## config.mk

```make
export PLATFORM = sky130hd
export DESIGN_NAME = jam_cost_server
export DESIGN_NICKNAME = d
export VERILOG_FILES = /design/src/rtl/jam_cost_server.sv
export SDC_FILE = /design/constraint.sdc
export NUM_CORES = 1
export LEC_CHECK = 0
export CAP_MARGIN = 20
export CORE_MARGIN = 2
export CORE_UTILIZATION = 40
export CTS_BUF_LIST = sky130_fd_sc_hd__clkbuf_4 sky130_fd_sc_hd__clkbuf_8 sky130_fd_sc_hd__clkbuf_16
export DETAILED_ROUTE_END_ITERATION = 12
export PLACE_DENSITY = 0.67
export REMOVE_ABC_BUFFERS = 1
export SLEW_MARGIN = 20
export SYNTH_ARGS = -nofsm -noshare
export SYNTH_HDL_FRONTEND = slang
export SYNTH_SLANG_ARGS = --single-unit
```

## constraint.sdc

```tcl
create_clock -name CLK -period 3.8 [get_ports CLK]
set_input_delay 0.76 -clock CLK [delete_from_list [all_inputs] [get_ports CLK]]
set_output_delay 0.76 -clock CLK [all_outputs]
set_load 0.01 [all_outputs]
```

## src/rtl/jam_cost_server.sv

```systemverilog
// Responder side of the JAM worker/job cost interface: holds the 8x8 cost table,
// sequences load/run/result phases and drives the JAM engine reset.
module jam_cost_server #(
    parameter int COST_W  = 7,
    parameter int TIMEOUT = 500000,
    parameter int CNT_W   = 20
) (
    input  logic              CLK,
    input  logic              RST,
    input  logic              ld_valid,
    output logic              ld_ready,
    input  logic [COST_W-1:0] ld_data,
    input  logic [2:0]        W,
    input  logic [2:0]        J,
    output logic [COST_W-1:0] Cost,
    input  logic              Valid,
    input  logic [3:0]        MatchCount,
    input  logic [9:0]        MinCost,
    output logic              jam_rst,
    input  logic              rerun,
    output logic              done,
    output logic              timeout,
    output logic [9:0]        res_mincost,
    output logic [3:0]        res_matchcount,
    output logic [CNT_W-1:0]  run_cycles
);

    typedef enum logic [1:0] {S_LOAD, S_RUN, S_DONE, S_TOUT} state_t;

    localparam logic [CNT_W-1:0] LAST_CYCLE = CNT_W'(TIMEOUT - 1);
    localparam logic [CNT_W-1:0] CNT_MAX    = '1;

    state_t             state_reg;
    logic [5:0]         idx_reg;
    logic               ld_ready_reg;
    logic               jam_rst_reg;
    logic               done_reg;
    logic               timeout_reg;
    logic [9:0]         res_mincost_reg;
    logic [3:0]         res_matchcount_reg;
    logic [CNT_W-1:0]   run_cycles_reg;
    logic [COST_W-1:0]  table_mem [64];

    logic load_xfer;
    assign load_xfer = (state_reg == S_LOAD) && ld_valid;

    // Table storage has no reset; contents are meaningful only after a full reload.
    always_ff @(posedge CLK) begin
        if (load_xfer) begin
            table_mem[idx_reg] <= ld_data;
        end
    end

    // Asynchronous read so the engine sees Cost in the same cycle it drives W/J.
    assign Cost = (state_reg == S_RUN) ? table_mem[{W, J}] : '0;

    always_ff @(posedge CLK) begin
        if (RST) begin
            state_reg          <= S_LOAD;
            idx_reg            <= '0;
            ld_ready_reg       <= 1'b1;
            jam_rst_reg        <= 1'b1;
            done_reg           <= 1'b0;
            timeout_reg        <= 1'b0;
            res_mincost_reg    <= '0;
            res_matchcount_reg <= '0;
            run_cycles_reg     <= '0;
        end else begin
            case (state_reg)
                S_LOAD: begin
                    if (ld_valid) begin
                        idx_reg <= idx_reg + 6'd1;
                        if (idx_reg == 6'd63) begin
                            state_reg      <= S_RUN;
                            run_cycles_reg <= '0;
                            ld_ready_reg   <= 1'b0;
                            jam_rst_reg    <= 1'b0;
                        end
                    end
                end
                S_RUN: begin
                    // Valid takes priority over an expiring timeout in the same cycle.
                    if (Valid) begin
                        res_mincost_reg    <= MinCost;
                        res_matchcount_reg <= MatchCount;
                        done_reg           <= 1'b1;
                        jam_rst_reg        <= 1'b1;
                        state_reg          <= S_DONE;
                    end else if (run_cycles_reg == LAST_CYCLE) begin
                        timeout_reg <= 1'b1;
                        done_reg    <= 1'b1;
                        jam_rst_reg <= 1'b1;
                        state_reg   <= S_TOUT;
                    end else if (run_cycles_reg != CNT_MAX) begin
                        run_cycles_reg <= run_cycles_reg + CNT_W'(1);
                    end
                end
                S_DONE, S_TOUT: begin
                    if (rerun) begin
                        state_reg      <= S_RUN;
                        done_reg       <= 1'b0;
                        timeout_reg    <= 1'b0;
                        run_cycles_reg <= '0;
                        jam_rst_reg    <= 1'b0;
                    end
                end
                default: begin
                    state_reg <= S_LOAD;
                end
            endcase
        end
    end

    assign ld_ready       = ld_ready_reg;
    assign jam_rst        = jam_rst_reg;
    assign done           = done_reg;
    assign timeout        = timeout_reg;
    assign res_mincost    = res_mincost_reg;
    assign res_matchcount = res_matchcount_reg;
    assign run_cycles     = run_cycles_reg;

endmodule

```

# --- After elaboration in Yosys (flattened, before gate mapping) ---
# Memory sizes are Yosys's and may differ from the RTL's.
# Index checks and enable logic that the tools add are counted.
word_totals:
  input_bits: 32
  ramBits: 448
  memories: 1
  reg_bits: 46
mem_list:
  columns: ["name", "depth", "width", "read_ports", "rd_ports_with_merged_regs", "wr", "line_no", "text"]
  rows:
  - ["table_mem", 64, 7, 1, 0, 1, "42", "logic [COST_W-1:0] table_mem [64];"]
classes:
  eq_ne: 14
  n_mux: 25
  n_reduce_logical: 11
  n_addsub: 2
op_table:
  columns: ["cell", "count"]
  rows:
  - ["$mux W20", 6]
  - ["$pmux W20 S3", 1]
  - ["$add A20 B1 Y20 const B", 1]
  - ["$eq A20 B19 Y1 const B", 1]
  - ["$ne A20 B20 Y1 const B", 1]
  - ["$mux W2", 5]
  - ["$mux W1", 8]
  - ["$ne A2 B2 Y1 const B", 4]
  - ["$reduce_and A4 Y1", 2]
  - ["$mux W7", 1]
  - ["$add A6 B1 Y6 const B", 1]
  - ["$eq A6 B6 Y1 const B", 1]
  - ["$ne A2 B1 Y1 const B", 3]
  - ["$pmux W2 S3", 1]
  - ["$reduce_and A3 Y1", 2]
  - ["$reduce_and A6 Y1", 1]
  - ["$eq A2 B2 Y1 const B", 2]
  - ["$pmux W1 S2", 2]
  - ["$reduce_and A2 Y1", 2]
  - ["$ne A3 B2 Y1 const B", 1]
  - ["$pmux W1 S3", 1]
  - ["$eq A2 B1 Y1 const B", 1]
  - ["$logic_not A2 Y1", 1]
  - ["$reduce_bool A2 Y1", 1]
  - ["other kinds (2)", 2]

# --- Depth between registers and ports, before layout ---
depth:
  depth_word: 5
  mapped_depth: 9
  ltp_nobuf: 6

# --- Least setup slack after synthesis ---
# Ideal clock, no wire load.
synth_timing:
  path_type: "input-to-output"
  start: "in J[1]"
  end: "out Cost[3]"
  arrival_time_ns: 2.499
  path_slack_ns: 0.541
  t_required_ns: 3.040
  path_buffers: 3
  stages: 7
  path_cell_list: "clkbuf_1 > buf_4 > buf_2 > mux4_2 > a221oi_1 > o21ai_0 > a32o_1"
synth_between:
  elab_chain_cells: 2
synth_rtl:
  columns: ["item", "line_no", "text"]
  rows:
  - ["start, declared", "14", "input logic [2:0] J,"]
  - ["$mem_v2 Z64 W7", null, null]
  - ["$mux W7", "55", "assign Cost = (state_reg == S_RUN) ? table_mem[{W, J}] : '0;"]
  - ["end, declared", "15", "output logic [COST_W-1:0] Cost,"]
# Every way passes these cells.

# --- Final worst setup path ---
layout_timing:
  start: "in J[2]"
  end: "out Cost[2]"
# The elaborated chain is that of the path after synthesis.

==> reports/metrics.cfg <==
[critical_path]
critical_path.max_stage_delay_ns=0.49
cp_max_fo=28
cp_slowest_cell=clkdlybuf4s50_1
critPathKind=input pin to primary output
crit_chain=buf_4, buf_12, mux4_2, mux2i_1, o2111ai_1, a22o_1, clkdlybuf4s50_1
startpoint_type=input pin
critPathTopFamily=buffers and inverters
arrival_ns=3.00
critPathCaptureType=primary output
required_ns=3.04
path_buf_inv=3

[hold_path]
min_path_type=register to register

[clocking]
cts_buffers=51
cts.htree.levels=2
cts_sinks=494
cts_tree=built
clock_latency_ns=0.60
ctsRootBufferMaster=clkbuf_16
clkTransAtPathRegs_ns=0.05
cts_max_path_buffers=3

[drt]
routed_wl_um=46600
drc=0
drtPass1Iterations=5
via_per_inst=5.56
drtIter0Drc=1330
antenna_left=0
vias=11127
wl_per_cell_um=23.3

[sta]
fin_crit_sh=0.989
setup_ws_ns=0.0410
tightest_slew_ns=0.983
rsz0062_at_grt=no
slew_headroom=0.340
final.setup_skew_ns=0.0262
finalHoldViolCount=0
min_period_ns=3.76
drv_slew=0
setup_viol=0
fmax_mhz=266

[placement]
dp_hpwl_um=30100
portBuffers=76
pre_cts_slack_ns=-0.00759
routabilityCongestion=0.887

[pwr]
p_per_area_nw_per_um2=497
peakVddDrop_mv=0.387
totalPowerFinal_mw=11.8
p_leak_nw=7.60

[yosys]
synth.area.mux_share=0.141
synth_compound_gate_area_share=0.0478
synth_flop_cell=edfxtp_1
synth_xor_area_frac=0.00177
ys_ff_latch=494
syn_area_um2=19800
synth_edf_count=448
synth_simple_gate_area_frac=0.0656
yosysWarnings=0
synth_area_leader_cell=edfxtp_1
synth_top_family_by_area=multiplexers
synth_cell_type_count=61
synthTopCellsByArea=edfxtp_1 (68%), mux4_2 (13%), dfxtp_1 (4.7%)
synth.avg_cell_area_um2=18.0
async_flop_share=0
synth_top_area_share=0.681
ys_seq_area_frac=0.728
synthCells=1100
synth_adder_area_share=0.00127

[final_layout]
area_delta_synth_final_pct=20.4
largest_register_ffs=448
fillCellCount=4064
post-route-util=0.487
num_antenna_cells=0
nets=1330
drive_gt1_frac=0.266

[grt]
first_global_vias=11032
grt_max_degree=65
grt_first_pass_wirelength_um=69600
grt_overflow=0
grt.total_usage=0.185
antenna_found_initial=1

[outcome]
status=finished, final reports clean

[die]
start_util=0.404
core-area_um2=48800
die_h_um=226
num_rows=81
die_area_um2=51200
chipWidth_um=226
io_pins=77

[flow_run]
cap_violations=0

[cells in the final DEF (no fill, tap or decap), types with 4 or more instances in the layout]
master and instances:
a21oi_1 33, a221oi_1 7, a22o_1 4, a311oi_1 5, a31oi_1 8, a32o_1 5, and2_1 7, buf_12 10
buf_2 4, buf_4 121, clkbuf_16 51, clkbuf_4 14, clkdlybuf4s50_1 65, clkinv_1 12, clkinv_2 6, dfxtp_1 45
edfxtp_1 448, inv_1 5, mux2i_1 25, mux4_2 112, nand2_1 82, nand2b_1 6, nand3_1 18, nand3b_1 5
nand4_1 6, nor2_1 86, nor2b_1 5, nor3_1 8, nor4_1 4, o2111ai_1 6, o211ai_1 4, o21ai_0 24
o221ai_1 11, o31ai_1 4, or3_1 11, or4_1 7, xor2_1 4
[routing by layer]
| metal | GRT usage | up-vias | part of all wire |
|---|---|---|---|
| li1 | - | 4871 | - |
| met1 | 0.255 | 5668 | 0.42 |
| met2 | 0.287 | 501 | 0.47 |
| met3 | 0.0485 | 87 | 0.089 |
| met4 | 0.0590 | 0 | 0.028 |
| met5 | 0 | - | 0 |
[worst reg2reg max path, delay by kind of cell, from the launching register on]
family | cells | cell delay [ns]
simple gates | 3 | 0.96
compound gates | 2 | 0.88
fa+ha+maj | 1 | 0.32
flops | 1 | 0.44
[worst paths after layout]
path	start	endpoint	slack, ns	cells past startpoint
setup / recovery	J[2]	Cost[2]	0.04	7
setup reg to reg	run_cycles[0]	run_cycles[5]	1.10	6
hold reg to reg	res_mincost[1]	res_mincost[1]	0.45	2
hold / removal	res_mincost[1]	res_mincost[1]	0.45	2
[area by class of cell]
cell class | instances | area [um^2] | area share
Sequential cell | 494 | 14400 | 0.605
Multi-Input combinational cell | 541 | 5100 | 0.215
Timing Repair Buffer | 203 | 1810 | 0.0763
Inverter | 5 | 18.8 | 0.000789
Clock buffer | 65 | 1380 | 0.0581
Tap cell | 664 | 831 | 0.0349
Clock inverter | 28 | 254 | 0.0107
[synth_stat cells, types with 8 or more instances]
cell and n:
mux4_2 112, dfxtp_1 46, mux2i_1 26, nand3_1 18, o21ai_0 24, buf_2 18
a21oi_1 33, clkbuf_1 33, edfxtp_1 448, nor3_1 8, nor2_1 88, or3_1 11
o221ai_1 11, a31oi_1 8, nand2_1 82
[power by group]
| part | leakage, nW | internal (mW) | switching [mW] | total (mW) |
|---|---|---|---|---|
| Clock | 0.804 | 2.73 | 2.07 | 4.80 |
| Sequential | 4.40 | 5.99 | 0.0381 | 6.03 |
| Combinational | 2.39 | 0.397 | 0.581 | 0.978 |
| Total | 7.60 | 9.12 | 2.69 | 11.8 |
[cells by family after synthesis]
kind of cell	after synthesis
xor+xnor	4
fa+ha+maj	2
compound gates	129
mux	138
simple gates	268
buf+inv	65
flops	494
[repair_timing]
action,in CTS,in global routing
pin swaps,0,0
buffers inserted,0,0
cloned,0,0
gates resized for setup,4,8
hold buffers,0,0
endpoints found under the setup margin,4,7
[through the flow]
stage	std cells	hold WS (ns)	TNS [ns]	cell area (um^2)
global placement	1907	0.441	-0.00806	22100
floorplan	1040	0.474	0	19500
finish	2000	0.453	0	23800
detailed placement	1907	0.449	-0.0104	22100
global route	2000	0.473	0	23800
CTS	2000	0.454	0	23700
Power figures use the tool's default switching activity.
